<file path="config.mk">
export PLATFORM = sky130hd
export DESIGN_NAME = time_display_scan
export DESIGN_NICKNAME = d
export VERILOG_FILES = /design/src/rtl/time_display_pkg.sv /design/src/rtl/seg7_decode.sv /design/src/rtl/time_display_scan.sv
export SDC_FILE = /design/constraint.sdc
export NUM_CORES = 1
export LEC_CHECK = 0
export ABC_AREA = 1
export ABC_CLOCK_PERIOD_IN_PS = 3350
export BUFFER_PORTS_ARGS = -buffer_cell sky130_fd_sc_hd__buf_2
export CAP_MARGIN = 10
export CELL_PAD_IN_SITES_DETAIL_PLACEMENT = 1
export CELL_PAD_IN_SITES_GLOBAL_PLACEMENT = 2
export CORE_MARGIN = 4
export CORE_UTILIZATION = 34
export CTS_CLUSTER_SIZE = 16
export DETAILED_ROUTE_END_ITERATION = 8
export HOLD_SLACK_MARGIN = 0.1
export PLACE_DENSITY = 0.8
export SYNTH_ARGS = -nofsm -noshare
export SYNTH_HDL_FRONTEND = slang
export SYNTH_SLANG_ARGS = --single-unit
</file>
<file path="constraint.sdc">
create_clock -name clock -period 3.35 [get_ports clock]
set_clock_uncertainty 0.15 [all_clocks]
set_input_delay 0.67 -clock clock [delete_from_list [all_inputs] [get_ports clock]]
set_output_delay 0.67 -clock clock [all_outputs]
set_load 0.1 [all_outputs]
</file>
<file path="src/rtl/time_display_pkg.sv">
// Shared constants and types for the time display scanner: digit count,
// segment codes, separator positions, digit index type and a BCD split helper.
package time_display_pkg;

  localparam int unsigned NUM_DIGITS = 6;
  localparam int unsigned SEG_W      = 7;
  localparam int unsigned BIN_W      = 6;
  localparam int unsigned BCD_W      = 4;

  // Active-high segment codes, bit order {g,f,e,d,c,b,a}
  localparam logic [SEG_W-1:0] SEG_0   = 7'h3F;
  localparam logic [SEG_W-1:0] SEG_1   = 7'h06;
  localparam logic [SEG_W-1:0] SEG_2   = 7'h5B;
  localparam logic [SEG_W-1:0] SEG_3   = 7'h4F;
  localparam logic [SEG_W-1:0] SEG_4   = 7'h66;
  localparam logic [SEG_W-1:0] SEG_5   = 7'h6D;
  localparam logic [SEG_W-1:0] SEG_6   = 7'h7D;
  localparam logic [SEG_W-1:0] SEG_7   = 7'h07;
  localparam logic [SEG_W-1:0] SEG_8   = 7'h7F;
  localparam logic [SEG_W-1:0] SEG_9   = 7'h6F;
  localparam logic [SEG_W-1:0] SEG_OFF = 7'h00;

  typedef logic [2:0] digit_idx_t;

  // Separator dots follow minutes-units and hours-units
  localparam digit_idx_t DP_IDX_MIN = 3'd2;
  localparam digit_idx_t DP_IDX_HR  = 3'd4;
  localparam digit_idx_t LAST_IDX   = 3'(NUM_DIGITS - 1);

  typedef struct packed {
    logic [BCD_W-1:0] tens;
    logic [BCD_W-1:0] units;
  } bcd_t;

  // Split a 0..63 binary value into tens and units; no clamping
  function automatic bcd_t bcd_split(input logic [BIN_W-1:0] v);
    bcd_t r;
    r.tens  = BCD_W'(v / 6'd10);
    r.units = BCD_W'(v % 6'd10);
    return r;
  endfunction

endpackage

</file>
<file path="src/rtl/seg7_decode.sv">
// Combinational BCD to 7-segment decoder with blanking and selectable
// output polarity. Codes 10..15 decode to all segments off.
module seg7_decode
  import time_display_pkg::*;
#(
  parameter bit ACTIVE_LOW = 1'b0
) (
  input  logic [BCD_W-1:0] bcd,
  input  logic             blank,
  output logic [SEG_W-1:0] seg_c
);

  logic [SEG_W-1:0] code;

  // Look up the active-high code, then apply panel polarity
  always_comb begin
    code = SEG_OFF;
    if (!blank) begin
      case (bcd)
        4'd0:    code = SEG_0;
        4'd1:    code = SEG_1;
        4'd2:    code = SEG_2;
        4'd3:    code = SEG_3;
        4'd4:    code = SEG_4;
        4'd5:    code = SEG_5;
        4'd6:    code = SEG_6;
        4'd7:    code = SEG_7;
        4'd8:    code = SEG_8;
        4'd9:    code = SEG_9;
        default: code = SEG_OFF;
      endcase
    end
    seg_c = ACTIVE_LOW ? ~code : code;
  end

endmodule

</file>
<file path="src/rtl/time_display_scan.sv">
// Six-digit multiplexed time display: snapshots hours/minutes/seconds on
// update, splits each to BCD and scans one digit per slot with a one-cycle
// blank at the start of every slot. Optional macro LEADING_ZERO_BLANK_EN
// suppresses the segments of a zero hours-tens digit.
module time_display_scan
  import time_display_pkg::*;
#(
  parameter int unsigned SCAN_DIV       = 1000,
  parameter int unsigned DIV_WIDTH      = 10,
  parameter bit          SEG_ACTIVE_LOW = 1'b0
) (
  input  logic                  clock,
  input  logic                  reset,
  input  logic [BIN_W-1:0]      hours,
  input  logic [BIN_W-1:0]      minutes,
  input  logic [BIN_W-1:0]      seconds,
  input  logic                  update,
  output logic [SEG_W-1:0]      seg,
  output logic                  dp,
  output logic [NUM_DIGITS-1:0] digit_sel
);

  localparam logic [DIV_WIDTH-1:0] CNT_LAST = DIV_WIDTH'(SCAN_DIV - 1);
  localparam logic [SEG_W-1:0]     SEG_IDLE = SEG_ACTIVE_LOW ? ~SEG_OFF : SEG_OFF;
  localparam logic                 DP_IDLE  = SEG_ACTIVE_LOW;

  logic [BIN_W-1:0]      hr_q, min_q, sec_q;
  logic [DIV_WIDTH-1:0]  cnt_q, cnt_d;
  digit_idx_t            idx_q, idx_d;

  bcd_t                  hr_b, min_b, sec_b;
  logic [BCD_W-1:0]      digit;
  logic                  drive;
  logic                  blank_digit;
  logic [SEG_W-1:0]      seg_dec_c;
  logic                  dp_d;
  logic [NUM_DIGITS-1:0] sel_d;

  // Coherent capture of the three counters on the update strobe
  always_ff @(posedge clock or negedge reset) begin
    if (!reset) begin
      hr_q  <= '0;
      min_q <= '0;
      sec_q <= '0;
    end else if (update) begin
      hr_q  <= hours;
      min_q <= minutes;
      sec_q <= seconds;
    end
  end

  // Slot prescaler and digit index registers
  always_ff @(posedge clock or negedge reset) begin
    if (!reset) begin
      cnt_q <= '0;
      idx_q <= '0;
    end else begin
      cnt_q <= cnt_d;
      idx_q <= idx_d;
    end
  end

  // Next prescaler count; index advances on the last cycle of each slot
  always_comb begin
    cnt_d = cnt_q + DIV_WIDTH'(1);
    idx_d = idx_q;
    if (cnt_q == CNT_LAST) begin
      cnt_d = '0;
      idx_d = (idx_q == LAST_IDX) ? '0 : idx_q + 3'd1;
    end
  end

  // Select the digit for the current index and form next output values
  always_comb begin
    hr_b  = bcd_split(hr_q);
    min_b = bcd_split(min_q);
    sec_b = bcd_split(sec_q);
    digit = '0;
    case (idx_q)
      3'd0:    digit = sec_b.units;
      3'd1:    digit = sec_b.tens;
      3'd2:    digit = min_b.units;
      3'd3:    digit = min_b.tens;
      3'd4:    digit = hr_b.units;
      3'd5:    digit = hr_b.tens;
      default: digit = '0;
    endcase
    drive       = (cnt_q != '0);
    blank_digit = !drive;
`ifdef LEADING_ZERO_BLANK_EN
    if (idx_q == LAST_IDX && hr_b.tens == '0) blank_digit = 1'b1;
`endif
    dp_d  = (drive && (idx_q == DP_IDX_MIN || idx_q == DP_IDX_HR)) ^ SEG_ACTIVE_LOW;
    sel_d = drive ? (NUM_DIGITS'(1) << idx_q) : '0;
  end

  seg7_decode #(
    .ACTIVE_LOW (SEG_ACTIVE_LOW)
  ) u_decode (
    .bcd   (digit),
    .blank (blank_digit),
    .seg_c (seg_dec_c)
  );

  // Registered panel outputs, one cycle behind the scan state
  always_ff @(posedge clock or negedge reset) begin
    if (!reset) begin
      seg       <= SEG_IDLE;
      dp        <= DP_IDLE;
      digit_sel <= '0;
    end else begin
      seg       <= seg_dec_c;
      dp        <= dp_d;
      digit_sel <= sel_d;
    end
  end

endmodule

</file>
After elaboration in Yosys (flattened, before gate mapping)

Memories as Yosys holds them, arrays and structs flattened.
Cells that the tools add are included.

$add $sub $neg: 2
Div/mod/pow operators: 6
Eq/ne operators: 6
Shifts and indexed selects: 1
Mux-type cells: 5
Reductions and logical operators: 4

Operators by type and width:

| operator              | number |
|---|---|
| $pmux 4 s6            | 1 |
| $div 6x4->6 const B   | 3 |
| $mod 6x4->6 const B   | 3 |
| $add 10x1->10 const B | 1 |
| $eq 10x10->1 const B  | 1 |
| $mux 10               | 1 |
| $reduce_bool 10->1    | 1 |
| $mux 7                | 1 |
| $eq 3x2->1 const B    | 2 |
| $eq 3x3->1 const B    | 2 |
| $mux 6                | 1 |
| $shl 1x3->6 const A   | 1 |
| $add 3x1->3 const B   | 1 |
| $eq 3x1->1 const B    | 1 |
| $logic_not 3->1       | 1 |
| $mux 3                | 1 |
| $logic_and 1x1->1     | 1 |
| $logic_or 1x1->1      | 1 |

Register bits: 45
ROM bits: 112
Bits of input ports: 21
Word-level logic and storage cells: 33
Memories kept: 1

Memory list:

| memory           | words | bits a word | read ports | clocked after memory_dff | wr ports | line              | RTL |
|---|---|---|---|---|---|---|---|
| (name not given) | 16    | 7           | 1          | 0                        | 0        | seg7_decode.sv:19 | `case (bcd)` |

Depth between registers and ports, before layout

Gate-level depths: netlist of run 1.
An unclocked memory read counts as a cell.

Depth in word-level cells: 4
Gate-level depth with buffers: 29
Mapped depth without buffers: 28

Hierarchy

Synthesis of run 1 repeated with hierarchy kept, for this count alone.

Cell total of the unflattened synthesis: 349
Area total of the unflattened synthesis: 2826.5 um2

By module, submodules not included:

| module            | instances | cells an instance | area an instance (um2) | sequential area each (um2) |
|---|---|---|---|---|
| time_display_scan | 1         | 313               | 2636.3                 | 1126.1 |
| seg7_decode       | 1         | 36                | 190.2                  | 0.0 |

Worst setup path before layout of run 1

Ideal clock, no wire load.

Path kind: flip-flop to flip-flop
Start: register idx_q[2]
End: register seg[3]
Setup time: 0.124 ns
Arrival: 2.774 ns
Data required time: 3.076 ns
Path slack: 0.301 ns
Cell stages (with the launch flop): 28
Path through: dfrtp_1 > inv_4 > ha_1 > nand2_1 > o21ai_0 > nand2_1 > nand2_2 > inv_1 > nand2_1 > nand2_1 > inv_1 > ha_1 > o21ai_0 > nand3b_1 > nand4_1 > nand2_1 > nand2_1 > nand2_1 > nand2_1 > nand2_1 > nand2_1 > nand2_2 > inv_2 > ha_1 > inv_1 > nand2_1 > o21ai_1 > a21oi_1

Word-level cells in the longest chain between the ends: 4

Ends and longest elaborated chain:

| item                                     | line                     | RTL |
|---|---|---|
| start, declared                          | time_display_scan.sv:29  | `digit_idx_t idx_q, idx_d;` |
| start signal, assigned                   | time_display_scan.sv:59  | `idx_q <= idx_d;` |
| $eq 3x3->1, or another cell as far along | time_display_scan.sv:79  | `case (idx_q)` |
| $pmux 4 s6 (*)                           | time_display_scan.sv:79  |  |
| $mem_v2 16x7 (*)                         | n/a                      |  |
| $mux 7 (*)                               | seg7_decode.sv:18        | `if (!blank) begin` |
| named net seg_dec_c[3]                   | time_display_scan.sv:35  | `logic [SEG_W-1:0] seg_dec_c;` |
| end signal, assigned                     | time_display_scan.sv:112 | `seg <= seg_dec_c;` |
| end, declared                            | time_display_scan.sv:18  | `output logic [SEG_W-1:0] seg,` |

The timed path passes the listed nets; every way through them passes the cells marked *.
A chain may end at the register's enable or synchronous reset.

Final worst setup path of run 1

Start: register idx_q[0]
End: register seg[3]

Same word-level chain as after synthesis.

==> results of run 1 <==
-- flip-flops by register name, indices dropped and copies added, names as in the netlist --
| name | count |
|---|---|
| digit_sel | 6 |
| cnt_q | 10 |
| sec_q | 6 |
| idx_q | 3 |
| dp | 1 |
| min_q | 6 |
| hr_q | 6 |
| seg | 7 |
-- area by class of cell --
| cell class | count | area (um2) | share of cell area [%] |
|---|---|---|---|
| multi-input combinational | 251 | 1513 | 44.37 |
| sequential | 45 | 1130 | 33.14 |
| timing repair buffer | 56 | 339.1 | 9.945 |
| inverter | 59 | 226.5 | 6.642 |
| tap | 102 | 127.6 | 3.743 |
| clock buffer | 5 | 68.82 | 2.018 |
| clock inverter | 1 | 5.005 | 0.1468 |
-- worst register-to-register path: cells and delay by family (launching register included) --
family,cells,cell delay (ns)
AO/OA/AOI/OAI,5,0.58
buffers and inverters,5,0.58
AND/OR/NAND/NOR,11,0.84
adder cells (fa/ha/maj),2,0.36
flip-flops,1,0.46
-- per-stage QoR --
step                power, uW  cell area, um2
finish                   1692            3410
detailed placement       1355            3097
floorplan                1215            2788
global placement         1343            3097
CTS                      1680            3178
global route             1804            3410
-- cell usage after synthesis, types with 2 or more instances --
library cell,count,area (um2)
mux2_2,5,56.30
nand2_2,14,87.58
buf_6,2,22.52
nand3_4,3,52.55
nand4_1,4,25.02
xnor2_1,2,17.52
xor2_1,3,26.28
nand3_2,5,50.05
clkbuf_1,3,11.26
o21bai_1,2,15.01
o21ai_0,25,125.1
nor3_1,6,30.03
nand3b_1,2,15.01
nor2_1,33,123.9
nor2_2,5,31.28
nor4_1,2,12.51
ha_1,11,137.6
dfrtp_1,45,1126
inv_1,53,198.9
o22ai_1,3,18.77
a21oi_1,11,55.05
nand2_1,74,277.8
nand3_1,28,140.1
nand2_4,2,22.52
inv_2,5,18.77
o21ai_1,4,20.02
-- power groups by stage --
stage	combinational (uW)	sequential [uW]	clock [uW]
after global routing	807	638	359
after detailed placement	715	640	0
after CTS	716	629	335
final	746	629	318
after global placement	705	638	0
after floorplan	265	950	0
-- worst paths after layout --
| path | slack (ns) | to | start | depth (start not counted) |
|---|---|---|---|---|
| hold / removal | 0.37 | cnt_q[2]$_DFF_PN0_ | cnt_q[2]$_DFF_PN0_ | 1 |
| setup / recovery | 0.27 | seg[3]$_DFF_PN0_ | idx_q[0]$_DFFE_PN0N_ | 23 |
| hold reg to reg | 0.37 | cnt_q[2]$_DFF_PN0_ | cnt_q[2]$_DFF_PN0_ | 1 |
| max in group asynchronous | 1.95 | idx_q[2]$_DFFE_PN0N_ | reset | 1 |
| setup reg to reg | 0.27 | seg[3]$_DFF_PN0_ | idx_q[0]$_DFFE_PN0N_ | 23 |
| min in group asynchronous | 0.40 | min_q[2]$_DFFE_PN0P_ | reset | 1 |
-- cell usage in the layout, fill, tap and decap left out, types with 11 or more instances in the layout --
master   Yosys  routed
a21oi_1     11      11
buf_4        0      21
inv_1       53      44
dfrtp_1     45      42
nand2_1     74      65
inv_2        5      13
nand3_1     28      25
o21ai_0     25      22
buf_2        0      34
nor2_1      33      32
nand2_2     14      20
-- routing by layer --
metal,part of all wire (%),track usage [%]
met2,48,25.53
met3,1.7,2.477
met5,0,0
met1,49,21.14
met4,1.4,4.307
-- kinds of logic (layout without fill, tap and decap cells) --
family / count (synthesis) / in the layout / share of synthesized area (%)
xor+xnor: 5 / 5 / 1.571
mux: 5 / 5 / 2.020
flops: 45 / 45 / 40.39
compound gates: 50 / 50 / 10.05
simple gates: 180 / 180 / 31.78
buf+inv: 64 / 121 / 9.246
fa+ha+maj: 11 / 11 / 4.937
-- what timing repair did --
action	4_1_cts	5_1_grt
hold buffers	0	0
endpoints found under the hold margin	0	0
gates resized for setup	3	38
setup endpoints to repair	1	7
pin swaps	0	23
buffers inserted	0	16
==> reports/metrics.csv, run 1 <==
stage,metric,value,unit
detailed_routing,drt_pass1_iterations,4,
placed_design,port_buffers,34,
cells_and_area,final_util,43.45,%
pwr,p_sw,775.0,uW
pwr,power.density,496.2,mW/mm2
cells_and_area,diodes,0,
cells_and_area,synthToLayoutAreaGrowth,22.31,%
placed_design,placed_cells,497,
grt,grt_overflow_total,0,
clock_tree,numCtsBuffers,5,
placed_design,dpl_worst_slack,-0.004289,ns
critical_path,cp_num_buf_inv,5,
floorplanning,num_rows,32,
pwr,p_leak,0.001731,uW
synthesis,ys_types,34,
pwr,clock_power_share,18.8,%
floorplanning,ios,35,
clock_tree,clk_latency,0.29,ns
critical_path,arrival,3.12,ns
critical_path,cp_max_fo,6,
detailed_routing,avgRoutedWirePerCell,14.25,um
synthesis,synth-edff-count,0,
critical_path,cp_common_cell,nand2_1,
placed_design,finalWeightedCongestion,0.8302,
synthesis,synth_nets,392,
timing,worst_pin_slew,1.029,ns
pwr,power.share.combinational,44.1,%
cells_and_area,final_nets,450,
detailed_routing,ant_nets,0,
cells_and_area,fin_cells,519,
critical_path,worst_path_max_delay_cell,dfrtp_2,
grt,grt_usage,15.50,%
pwr,swShare,45.81,%
timing,fmax,0.3242,GHz
critical_path,cp-start-kind,register,
grt,antenna_found_initial,0,
clock_tree,cts-root-buf,clkbuf_8,
clock_tree,cts_tree,built,
floorplanning,dieArea,0.009712,mm2
synthesis,ys_seq_elements,45,
pwr,p_int,916.9,uW
clock_tree,h-tree-depth,2,
timing,holdWs,0.3733,ns
timing,tns,0,ns
critical_path,critical-path-top-delay-family,simple AND/OR/NAND/NOR gates,
synthesis,synth_ff_type,dfrtp_1,
critical_path,slowest_delay,0.46,ns
synthesis,yosys_warnings,0,
cells_and_area,drive_gt1_share,32.37,%
pwr,sequentialPowerShare,37.2,%
timing,min_period,3.085,ns
outcome,status,"finished, final reports clean",
clock_tree,cts.clk_slew.worst_paths,0.08,ns
timing,hold_viol,0,
cells_and_area,n_fill_cell,1025,
placed_design,hpwl,5682,um
synthesis,syn_area,0.002788,mm2
detailed_routing,routed_via_density,4.786,
synthesis,netlist_instances,360,
grt,grt_pass1_wl,12390,um
detailed_routing,drt_iter0_markers,99,
pwr,ir_worst_vdd,339.1,uV
floorplanning,fp.coreArea,0.007848,mm2
min_path,hold_path.class,reg2reg,
grt,grt_pass1_vias,2624,
floorplanning,dieWidth,98.55,um
flow_run,drv_cap,0,
synthesis,avgSynthCellArea,7.744,um2
timing,setup_viol,0,
detailed_routing,via_count,2484,
detailed_routing,drcViolationCount,0,
floorplanning,die_h,98.55,um
grt,grt_start_max_net_pins,46,
critical_path,endpoint_kind,register,
critical_path,path_cells,buf_6 -> nand3_4 -> buf_4 -> o211ai_1 -> o21ai_4 -> inv_1 -> ha_4 -> o21ai_1 -> nand3b_1 -> nand4_1 -> nand2_2 -> nand2_2 -> nand2_1 -> nand2_1 -> nand2_1 -> nand2_1 -> nand2_2 -> inv_4 -> ha_4 -> inv_2 -> nand2_1 -> o21ai_1 -> a21oi_1,
timing,fin_crit_sh,92.08,%
critical_path,critPathKind,reg2reg,
timing,slew_viol_final,0,
detailed_routing,drt-total-wl,7397,um
synthesis,ys_seq_area_share,40.39,%
critical_path,cp_data_required_time,3.38,ns
clock_tree,clock-sinks,45,
clock_tree,clk_path_buf_depth,2,
floorplanning,initial_utilization,35.52,%
timing,slew_headroom,31.39,%
synthesis,ys_async_sr_fraction,100.0,%
timing,setup_slack,0.2653,ns
Power figures use the tool's default switching activity.
==> inputs of run 2 (changes only) <==
Settings changed: PLACE_DENSITY 0.8 to 0.79, SYNTH_HIERARCHICAL from default to 1.
==> reports/metrics.csv, run 2 <==
stage,metric,value,unit,change
timing,fin_crit_sh,98.60,%,was 92.08%
clock_tree,cts-root-buf,clkbuf_8,,unchanged
synthesis,synth_area_leaders,"dfrtp_1, nand2_1, inv_1",,unchanged
synthesis,synth_fa_ha_area_share,6.197,%,was 4.937%
detailed_routing,drt-total-wl,7748,um,was 7397 um
floorplanning,ios,35,,unchanged
clock_tree,numCtsBuffers,5,,unchanged
floorplanning,num_rows,32,,unchanged
clock_tree,clk_path_buf_depth,2,,unchanged
timing,worst_pin_slew,0.9821,ns,was 1.029 ns
cells_and_area,top_regs,"cnt_q: 10 flops, seg: 7 flops",,unchanged
pwr,ir_worst_vdd,344.4,uV,was 339.1 uV
grt,grt_start_max_net_pins,46,,unchanged
synthesis,synth_area_leader_cell,dfrtp_1,,unchanged
cells_and_area,fin_cells,539,,was 519
flow_run,drv_cap,0,,unchanged
synthesis,yosys_warnings,6,,was 0
synthesis,synth_xor_area_share,0.6197,%,was 1.571%
synthesis,netlist.area_leader.share,39.84,%,was 40.39%
timing,rsz0062_at_grt,true,,
synthesis,synth-edff-count,0,,unchanged
synthesis,ys_seq_area_share,39.84,%,was 40.39%
grt,grt_use_met1,19.60,%,was 21.14%
timing,slew_headroom,34.52,%,was 31.39%
synthesis,ys_async_sr_fraction,100.0,%,unchanged
critical_path,cp_max_fo,8,,was 6
floorplanning,die_h,99.18,um,was 98.55 um
placed_design,finalWeightedCongestion,0.8275,,was 0.8302
cells_and_area,diodes,0,,unchanged
floorplanning,fp.coreArea,0.007888,mm2,was 0.007848 mm2
synthesis,synth_nets,384,,was 392
timing,slew_viol_final,0,,unchanged
cells_and_area,drive_gt1_share,43.94,%,was 32.37%
timing,fmax,0.3028,GHz,was 0.3242 GHz
cells_and_area,largest_reg_flops,10,,unchanged
grt,grt.busiest_layer,met2,,unchanged
synthesis,yosysMostFrequentCell,nand2_1,,unchanged
timing,hold_viol,0,,unchanged
pwr,power.density,488.4,mW/mm2,was 496.2 mW/mm2
timing,setup_viol,0,,unchanged
cells_and_area,top_register,cnt_q,,unchanged
synthesis,synth_compound_area_share,10.62,%,was 10.05%
critical_path,critPathKind,reg2reg,,unchanged
placed_design,port_buffers,34,,unchanged
detailed_routing,avgRoutedWirePerCell,14.37,um,was 14.25 um
floorplanning,dieArea,0.009836,mm2,was 0.009712 mm2
timing,holdWs,0.3753,ns,was 0.3733 ns
outcome,status,"finished, final reports clean",,unchanged
detailed_routing,via_count,2559,,"was 2,484"
clock_tree,h-tree-depth,2,,unchanged
placed_design,hpwl,5482,um,was 5682 um
synthesis,synth_ff_type,dfrtp_1,,unchanged
cells_and_area,final_nets,471,,was 450
synthesis,syn_area,0.002826,mm2,was 0.002788 mm2
clock_tree,cts.clk_slew.worst_paths,0.09,ns,was 0.08 ns
grt,met2_usage,28.56,%,was 25.53%
cells_and_area,final_cell_mix,"inv_1, nand2_1, buf_4, dfrtp_1, buf_2",,"was nand2_1, inv_1, dfrtp_1, buf_2, nor2_1"
grt,grt_pass1_vias,2697,,"was 2,624"
synthesis,netlist_instances,349,,was 360
synthesis,avgSynthCellArea,8.099,um2,was 7.744 um2
synthesis,synth_top_family_by_area,simple AND/OR/NAND/NOR gates,,unchanged
floorplanning,dieWidth,99.18,um,was 98.55 um
cells_and_area,synthToLayoutAreaGrowth,37.14,%,was 22.31%
synthesis,synthMuxAreaShare,2.789,%,was 2.020%
critical_path,endpoint_kind,register,,unchanged
critical_path,cp_data_required_time,3.43,ns,was 3.38 ns
floorplanning,initial_utilization,35.83,%,was 35.52%
detailed_routing,drt_pass1_iterations,4,,unchanged
pwr,p_leak,0.001918,uW,was 0.001731 uW
min_path,hold_path.class,in2async,,was reg2reg
synthesis,synth-simple-area-share,29.35,%,was 31.78%
synthesis,ys_seq_elements,45,,unchanged
grt,grt_pass1_wl,12690,um,"was 12,390 um"
clock_tree,hold_buffers,0,,unchanged
synthesis,yosys-top-cells-count,"nand2_1, inv_1, dfrtp_1, nor2_1, o21ai_0",,"was nand2_1, inv_1, dfrtp_1, nor2_1, nand3_1"
clock_tree,clock-sinks,45,,unchanged
timing,min_period,3.303,ns,was 3.085 ns
detailed_routing,drt_iter0_markers,69,,was 99
detailed_routing,ant_nets,0,,unchanged
clock_tree,cts_tree,built,,unchanged
detailed_routing,routed_via_density,4.748,,was 4.786
synthesis,ys_types,38,,was 34
grt,met3_usage,2.525,%,was 2.477%
critical_path,arrival,3.38,ns,was 3.12 ns
grt,grt_usage,15.74,%,was 15.50%
grt,grt_overflow_total,0,,unchanged
grt,antenna_found_initial,0,,unchanged
cells_and_area,final_util,49.14,%,was 43.45%
critical_path,cp-start-kind,register,,unchanged
detailed_routing,drcViolationCount,0,,unchanged
placed_design,placed_cells,505,,was 497
clock_tree,clk_latency,0.30,ns,was 0.29 ns
-- run 2: cell count changes in the layout (fill, tap and decap cells not counted), moves of 3 or more --
cell and delta:
a21oi_1 -3, buf_4 +26, buf_6 +4, ha_2 +3, inv_1 +3, nand2_1 -18, nand2_2 +3, nand3_1 -9
nor2_1 -3, nor3_1 +3, o21ai_2 +4
-- run 2: worst max-delay path, stage by stage (launching register included) --
cell and delay (ns):
dfrtp_1 0.43, buf_12 0.16, nor3_4 0.28, buf_6 0.15, nand2_2 0.04, nand2_2 0.08, nor2_4 0.05, o21ai_2 0.15
inv_2 0.07, ha_4 0.15, nand3_2 0.07, nor2_2 0.04, nand3_2 0.09, nand4_1 0.20, nand2_2 0.16, inv_2 0.05
ha_4 0.25, inv_2 0.02, nand2_1 0.05, nand2_1 0.06, nand2_2 0.07, nand2_4 0.09, o21ai_2 0.14, nand2_2 0.10
nor2_1 0.11
-- run 2: through the flow --
step           worst slack [ns]  total power, uW  TNS, ns  instance area [um2]
6_report                0.04695             1893        0                 3876
2_1_floorplan            0.2360             1192        0                 2826
3_5_place_dp            -0.1904             1350   -1.216                 3283
5_1_grt                 -0.2251             2012   -1.442                 3876
4_1_cts                0.002354             1828        0                 3593
3_3_place_gp            -0.1631             1343  -0.9430                 3283
-- run 2: logic make-up after synthesis --
kind of cell,after synthesis
simple gates,162
buf+inv,69
compound gates,50
fa+ha+maj,14
mux,7
xor+xnor,2
flops,45
-- run 2: power by group --
| group | switching [uW] | leakage [uW] | internal (uW) |
|---|---|---|---|
| clock | 189 | 0.0000585 | 243 |
| sequential | 27.0 | 0.000555 | 605 |
| combinational | 600 | 0.00131 | 228 |
-- run 2: layout make-up --
| cell class | count | area [um2] |
|---|---|---|
| clock buffer | 7 | 86.33 |
| inverter | 62 | 245.2 |
| clock inverter | 1 | 30.03 |
| timing repair buffer | 87 | 599.3 |
| tap | 102 | 127.6 |
| multi-input combinational | 235 | 1659 |
| fill | 949 | 4011 |
| sequential | 45 | 1129 |
-- run 2: repair_timing --
item,4_1_cts,5_1_grt
endpoints found under the setup margin,7,7
cloned,0,0
pin swaps,16,25
gates resized for setup,23,50
setup buffers,14,12
-- run 2: metal layers --
metal  vias up  routed length [um]  part of all wire [%]
met3         4                 254                   3.3
met1      1236                3505                    45
met4         0                  55                  0.71
met5         -                   0                     0
li1       1283                   -                     -
met2        36                3932                    51
-- run 2: final timing paths --
| path | startpoint | depth (start not counted) | slack (ns) | to |
|---|---|---|---|---|
| min reg2reg | cnt_q[5]$_DFF_PN0_ | 1 | 0.39 | cnt_q[5]$_DFF_PN0_ |
| max | idx_q[0]$_DFFE_PN0N_ | 24 | 0.05 | seg[3]$_DFF_PN0_ |
| max in group asynchronous | reset | 1 | 2.00 | idx_q[2]$_DFFE_PN0N_ |
| min in group clock | cnt_q[5]$_DFF_PN0_ | 1 | 0.39 | cnt_q[5]$_DFF_PN0_ |
| min | reset | 1 | 0.38 | cnt_q[4]$_DFF_PN0_ |
| max reg2reg | idx_q[0]$_DFFE_PN0N_ | 24 | 0.05 | seg[3]$_DFF_PN0_ |
